===== src/rtl/generic_stream_mux_pkg.sv =====
// Shared definitions for the stream mux family: mode encodings and the
// select-width helper used to size channel-index fields.
package mux_pkg;

  localparam logic MODE_SEL = 1'b0;
  localparam logic MODE_RR  = 1'b1;

  // Width of a field able to index n channels; never narrower than one bit.
  function automatic int sel_width(input int n);
    return (n <= 1) ? 1 : $clog2(n);
  endfunction

endpackage


===== src/rtl/generic_stream_mux_rr_arbiter.sv =====
// Rotating-priority search: grants the first requester at or above ptr,
// wrapping past INS-1 back to channel 0.
module rr_arbiter
  import mux_pkg::*;
#(
  parameter int INS = 5,
  parameter int SW  = sel_width(INS)
) (
  input  logic [INS-1:0] req,
  input  logic [SW-1:0]  ptr,
  output logic [SW-1:0]  gnt_idx,
  output logic           gnt_vld
);

  localparam logic [SW:0] INS_EXT = (SW+1)'(INS);

  logic [SW:0] idx;

  // Walk offsets from farthest to nearest so the nearest requester wins.
  always_comb begin
    gnt_vld = 1'b0;
    gnt_idx = '0;
    idx     = '0;
    for (int k = INS - 1; k >= 0; k--) begin
      idx = {1'b0, ptr} + (SW+1)'(k);
      if (idx >= INS_EXT) begin
        idx = idx - INS_EXT;
      end
      if (req[idx[SW-1:0]]) begin
        gnt_vld = 1'b1;
        gnt_idx = idx[SW-1:0];
      end
    end
  end

endmodule


===== src/rtl/generic_stream_mux.sv =====
// N-way valid/ready stream mux with explicit-select or round-robin choice
// and a single registered output stage.
module generic_stream_mux
  import mux_pkg::*;
#(
  parameter int INS   = 5,
  parameter int WIDTH = 8,
  parameter int SW    = sel_width(INS)
) (
  input  logic                 clk,
  input  logic                 rst_n,
  input  logic [INS*WIDTH-1:0] x_data,
  input  logic [INS-1:0]       x_valid,
  output logic [INS-1:0]       x_ready,
  input  logic                 mode,
  input  logic [SW-1:0]        s,
  output logic [WIDTH-1:0]     z_data,
  output logic                 z_valid,
  input  logic                 z_ready,
  output logic [SW-1:0]        z_chan
);

  localparam logic [SW:0]   INS_EXT = (SW+1)'(INS);
  localparam logic [SW-1:0] LAST    = SW'(INS - 1);

  logic [SW-1:0]    ptr_reg;
  logic [WIDTH-1:0] z_data_reg;
  logic [SW-1:0]    z_chan_reg;
  logic             z_valid_reg;

  logic             load;
  logic             grant_en;
  logic             sel_ok;
  logic [SW-1:0]    rr_idx;
  logic             rr_vld;
  logic [SW-1:0]    cand_idx;
  logic             cand_vld;
  logic             xfer;
  logic [WIDTH-1:0] cand_data;
  logic [SW-1:0]    ptr_next;

  rr_arbiter #(
    .INS (INS),
    .SW  (SW)
  ) u_arb (
    .req     (x_valid),
    .ptr     (ptr_reg),
    .gnt_idx (rr_idx),
    .gnt_vld (rr_vld)
  );

  assign load = !z_valid_reg || z_ready;
  // Reset gates the grant so no producer sees ready while the block is held.
  assign grant_en = load && rst_n;

  assign sel_ok   = ({1'b0, s} < INS_EXT);
  assign cand_idx = (mode == MODE_RR) ? rr_idx : s;
  assign cand_vld = (mode == MODE_RR) ? rr_vld : sel_ok;

  genvar gi;
  generate
    for (gi = 0; gi < INS; gi++) begin : g_ready
      assign x_ready[gi] = grant_en && cand_vld && (cand_idx == SW'(gi));
    end
  endgenerate

  assign xfer = |(x_ready & x_valid);

  always_comb begin
    cand_data = '0;
    for (int i = 0; i < INS; i++) begin
      if (cand_idx == SW'(i)) begin
        cand_data = x_data[i*WIDTH +: WIDTH];
      end
    end
  end

  // Wrap explicitly at INS-1 so non-power-of-two channel counts stay in range.
  assign ptr_next = (cand_idx == LAST) ? '0 : cand_idx + SW'(1);

  always_ff @(posedge clk or negedge rst_n) begin
    if (!rst_n) begin
      ptr_reg <= '0;
    end else if (xfer && (mode == MODE_RR)) begin
      ptr_reg <= ptr_next;
    end
  end

  always_ff @(posedge clk or negedge rst_n) begin
    if (!rst_n) begin
      z_valid_reg <= 1'b0;
      z_data_reg  <= '0;
      z_chan_reg  <= '0;
    end else if (load) begin
      z_valid_reg <= xfer;
      if (xfer) begin
        z_data_reg <= cand_data;
        z_chan_reg <= cand_idx;
      end
    end
  end

  assign z_valid = z_valid_reg;
  assign z_data  = z_data_reg;
  assign z_chan  = z_chan_reg;

  a_ready_onehot : assert property (@(posedge clk) disable iff (!rst_n)
    $onehot0(x_ready));

  a_stall_stable : assert property (@(posedge clk) disable iff (!rst_n)
    (z_valid && !z_ready) |=> ($stable(z_data) && $stable(z_chan)));

endmodule


===== config.mk =====
export PLATFORM = sky130hd
export DESIGN_NAME = generic_stream_mux
export DESIGN_NICKNAME = d
export VERILOG_FILES = /design/src/rtl/generic_stream_mux_pkg.sv /design/src/rtl/generic_stream_mux_rr_arbiter.sv /design/src/rtl/generic_stream_mux.sv
export SDC_FILE = /design/constraint.sdc
export NUM_CORES = 1
export LEC_CHECK = 0
export CORE_ASPECT_RATIO = 0.6
export CORE_MARGIN = 3
export CORE_UTILIZATION = 44
export DETAILED_ROUTE_END_ITERATION = 6
export GPL_TIMING_DRIVEN = 0
export PLACE_DENSITY = 0.78
export SYNTH_ARGS = -nofsm -noshare
export SYNTH_HDL_FRONTEND = slang
export SYNTH_SLANG_ARGS = --single-unit

===== constraint.sdc =====
create_clock -name clk -period 6.45 [get_ports clk]
set_input_delay 1.935 -clock clk [delete_from_list [all_inputs] [get_ports clk]]
set_output_delay 1.935 -clock clk [all_outputs]
set_load 0.01 [all_outputs]

==> qor.yml <==
fin_area_mm2: 0.00346
hp-class: "reg2reg"
reg2reg_from: "ptr_reg[1]"
die-area_mm2: 0.00639
io_pins: 69
synth_edf_count: 0
synth_top_area_share_pct: 15.7
antennaDiodeCount: 0
synthesis.nets: 340
drt_iter0_markers: 295
grt_pass1_vias: 2577
cts_tree: "done"
cts_hold_buffers: 0
drive_gt1_share_pct: 25.8
synth-seq-cells: 15
reg2reg_to: "z_data[5]"
portBuffers: 68
synth_warnings: 0
setup_viol: 0
utilization_pct: 67.1
largest_reg_flops: 8
cp-start-kind: "input port"
post_drt_wl_per_cell_um: 19.7
dieHeight_um: 63.1
finalClockSkew_ns: 0.00537
final-hold-violation-count: 0
synth_area_per_cell_um2: 8.61
endpoint_kind: "primary output"
drv_cap: 0
synth_flop_cell: "dfrtp_1"
worst-slew-pin-transition_ns: 0.729
ys_seq_area_share_pct: 15.7
grt_max_degree: 17
cts_buffers: 3
slew_viol_final: 0
critPathKind: "in2out"
clk_latency_ns: 0.25
slew_headroom_pct: 51.3
ant_nets: 0
start_util_pct: 46.5
wl_um: 8690
hpwl_um: 6220
synth_area_mm2: 0.00239
track_usage_pct: 27.8
die_w_um: 101
min_to: "z_data[3]"
synthArstFlopShare_pct: 100
vias_per_cell: 6.05
syn2layout_area_growth_pct: 44.5
dp_worst_setup_slack_ns: -1.37
rsz0062_at_grt: "true"
dr.pass1.iters: 5
cts_buffer_depth: 2
whs_path_depth: 1
clk_pin_slew_ns: 0.06
hold_start: "z_data[3]"
cp_max_fo: 4
vias: 2675
ff2ff_setup_slack_ns: 0.41
rows: 20
worstPathArrival_ns: 4.48
drc: 0
yosysUniqueCellTypes: 76
overflow: 0
status: "completed"
final.period_utilization_pct: 99.5
fin_setup_tns_ns: 0
max_freq_mhz: 156
grt_pass1_wl_um: 14100
coreArea_mm2: 0.00515
worst-endpoint-required_ns: 4.51
yosysTopAreaCell: "dfrtp_1"
fin_nets: 439
clockRootBuffer: "clkbuf_8"
placed_area_mm2: 0.00316
reg2reg_depth: 30
synth_cells: 278
antenna_found_initial: 0
finalCriticalPeriod_ns: 6.42
globalplace.congestion: 0.974
setup_ws_ns: 0.0349
htree_levels: 1
cts.sinks: 15
synthTopCellsByArea: "dfrtp_1, mux2i_1, mux2_4, ha_1, a2bb2oi_1"
[placed cells by master (no fill, tap or decap), drive strengths merged, types with 3 or more instances in the layout]
cell           count
nor3b              3
mux4               3
nor3               3
or3                4
o2111ai            4
inv               20
dfrtp             15
nand2             14
ha                 9
nand2b            11
nand3b             3
o21bai             3
a211oi             4
o21ai             10
nor2              17
xnor2              6
clkdlybuf4s50     58
a2bb2oi           10
nor2b              8
mux2              14
a21oi              9
mux2i             17
o22ai              4
buf               45
o211ai             5
clkbuf             9
nand3             16
o221ai            10
[worst max-delay path by stage]
stage,from,end,slack [ns],depth (start not counted)
2_1_floorplan,x_valid[2],x_ready[3],0.02,14
3_3_place_gp,x_valid[1],x_ready[3],-1.35,15
3_5_place_dp,x_valid[2],x_ready[3],-1.37,16
4_1_cts,x_valid[3],x_ready[2],0.001,10
5_1_grt,x_valid[2],x_ready[3],-0.03,15
6_report,x_valid[2],x_ready[0],0.03,11
[synth_stat cells (all sizes together) (3+ instances only)]
cell	number
a21oi	9
nand2b	11
buf	15
clkbuf	3
o22ai	4
nor3b	3
ha	9
inv	20
o21bai	3
a2bb2oi	10
mux2	14
nor2	17
mux2i	17
o211ai	5
o21ai	10
dfrtp	15
xnor2	6
mux4	3
a211oi	4
o2111ai	4
o221ai	10
nand3b	3
nor2b	8
nand3	16
nand2	14
or3	4
nor3	3
[area by class of cell]
class,count,area [um^2]
Buffer,17,130
Inverter,21,82.6
Tap cell,66,82.6
Clock buffer,4,45.0
Fill cell,396,1690
Sequential cell,15,375
Multi-Input combinational cell,224,1870
Timing Repair Buffer,95,871
[critical path: stages]
cell and delay (ns):
buf_8 0.10, buf_6 0.11, mux4_2 0.46, mux2_4 0.30
a22oi_2 0.22, buf_4 0.16, nor4b_1 0.42, a21oi_1 0.23
nand3_1 0.19, nor2_1 0.06, dlygate4sd2_1 0.29
[metal layers]
layer / track usage, % / wire length, um / share of wire [%] / up-vias
met2: 38.2 / 3580 / 41 / 152
met1: 43.3 / 4110 / 47 / 1259
li1: - / - / - / 1248
met4: 4.98 / 116 / 1.3 / 0
met5: 0 / 0 / 0 / -
met3: 6.75 / 887 / 10 / 16
[per-stage QoR]
stage | std cells | hold WS [ns]
final | 442 | 0.506
after global routing | 442 | 0.519
after CTS | 443 | 0.509
after detailed placement | 412 | 0.490
after global placement | 412 | 0.479
after floorplan | 278 | 0.533
[what timing repair did]
action | in CTS | in global routing
resized for setup | 39 | 17
buffers inserted | 27 | 0
pin swaps | 11 | 8
setup endpoints to repair | 5 | 6
[cell families (layout without fill, tap and decap cells)]
logic type | Yosys count | after routing | share of synthesized area [%]
and+or+nand+nor | 89 | 89 | 21.1
AOI/OAI and AO/OA | 85 | 85 | 29.7
buffers and inverters | 39 | 137 | 7.89
muxes | 34 | 34 | 17.9
DFF | 15 | 15 | 15.7
adders and majority gates | 10 | 10 | 5.54
xor gates and xnor gates | 6 | 6 | 2.19
Power is left out: the tool's default activity adds up to more than one toggle a clock period on the data nets, which glitch-free logic cannot reach.
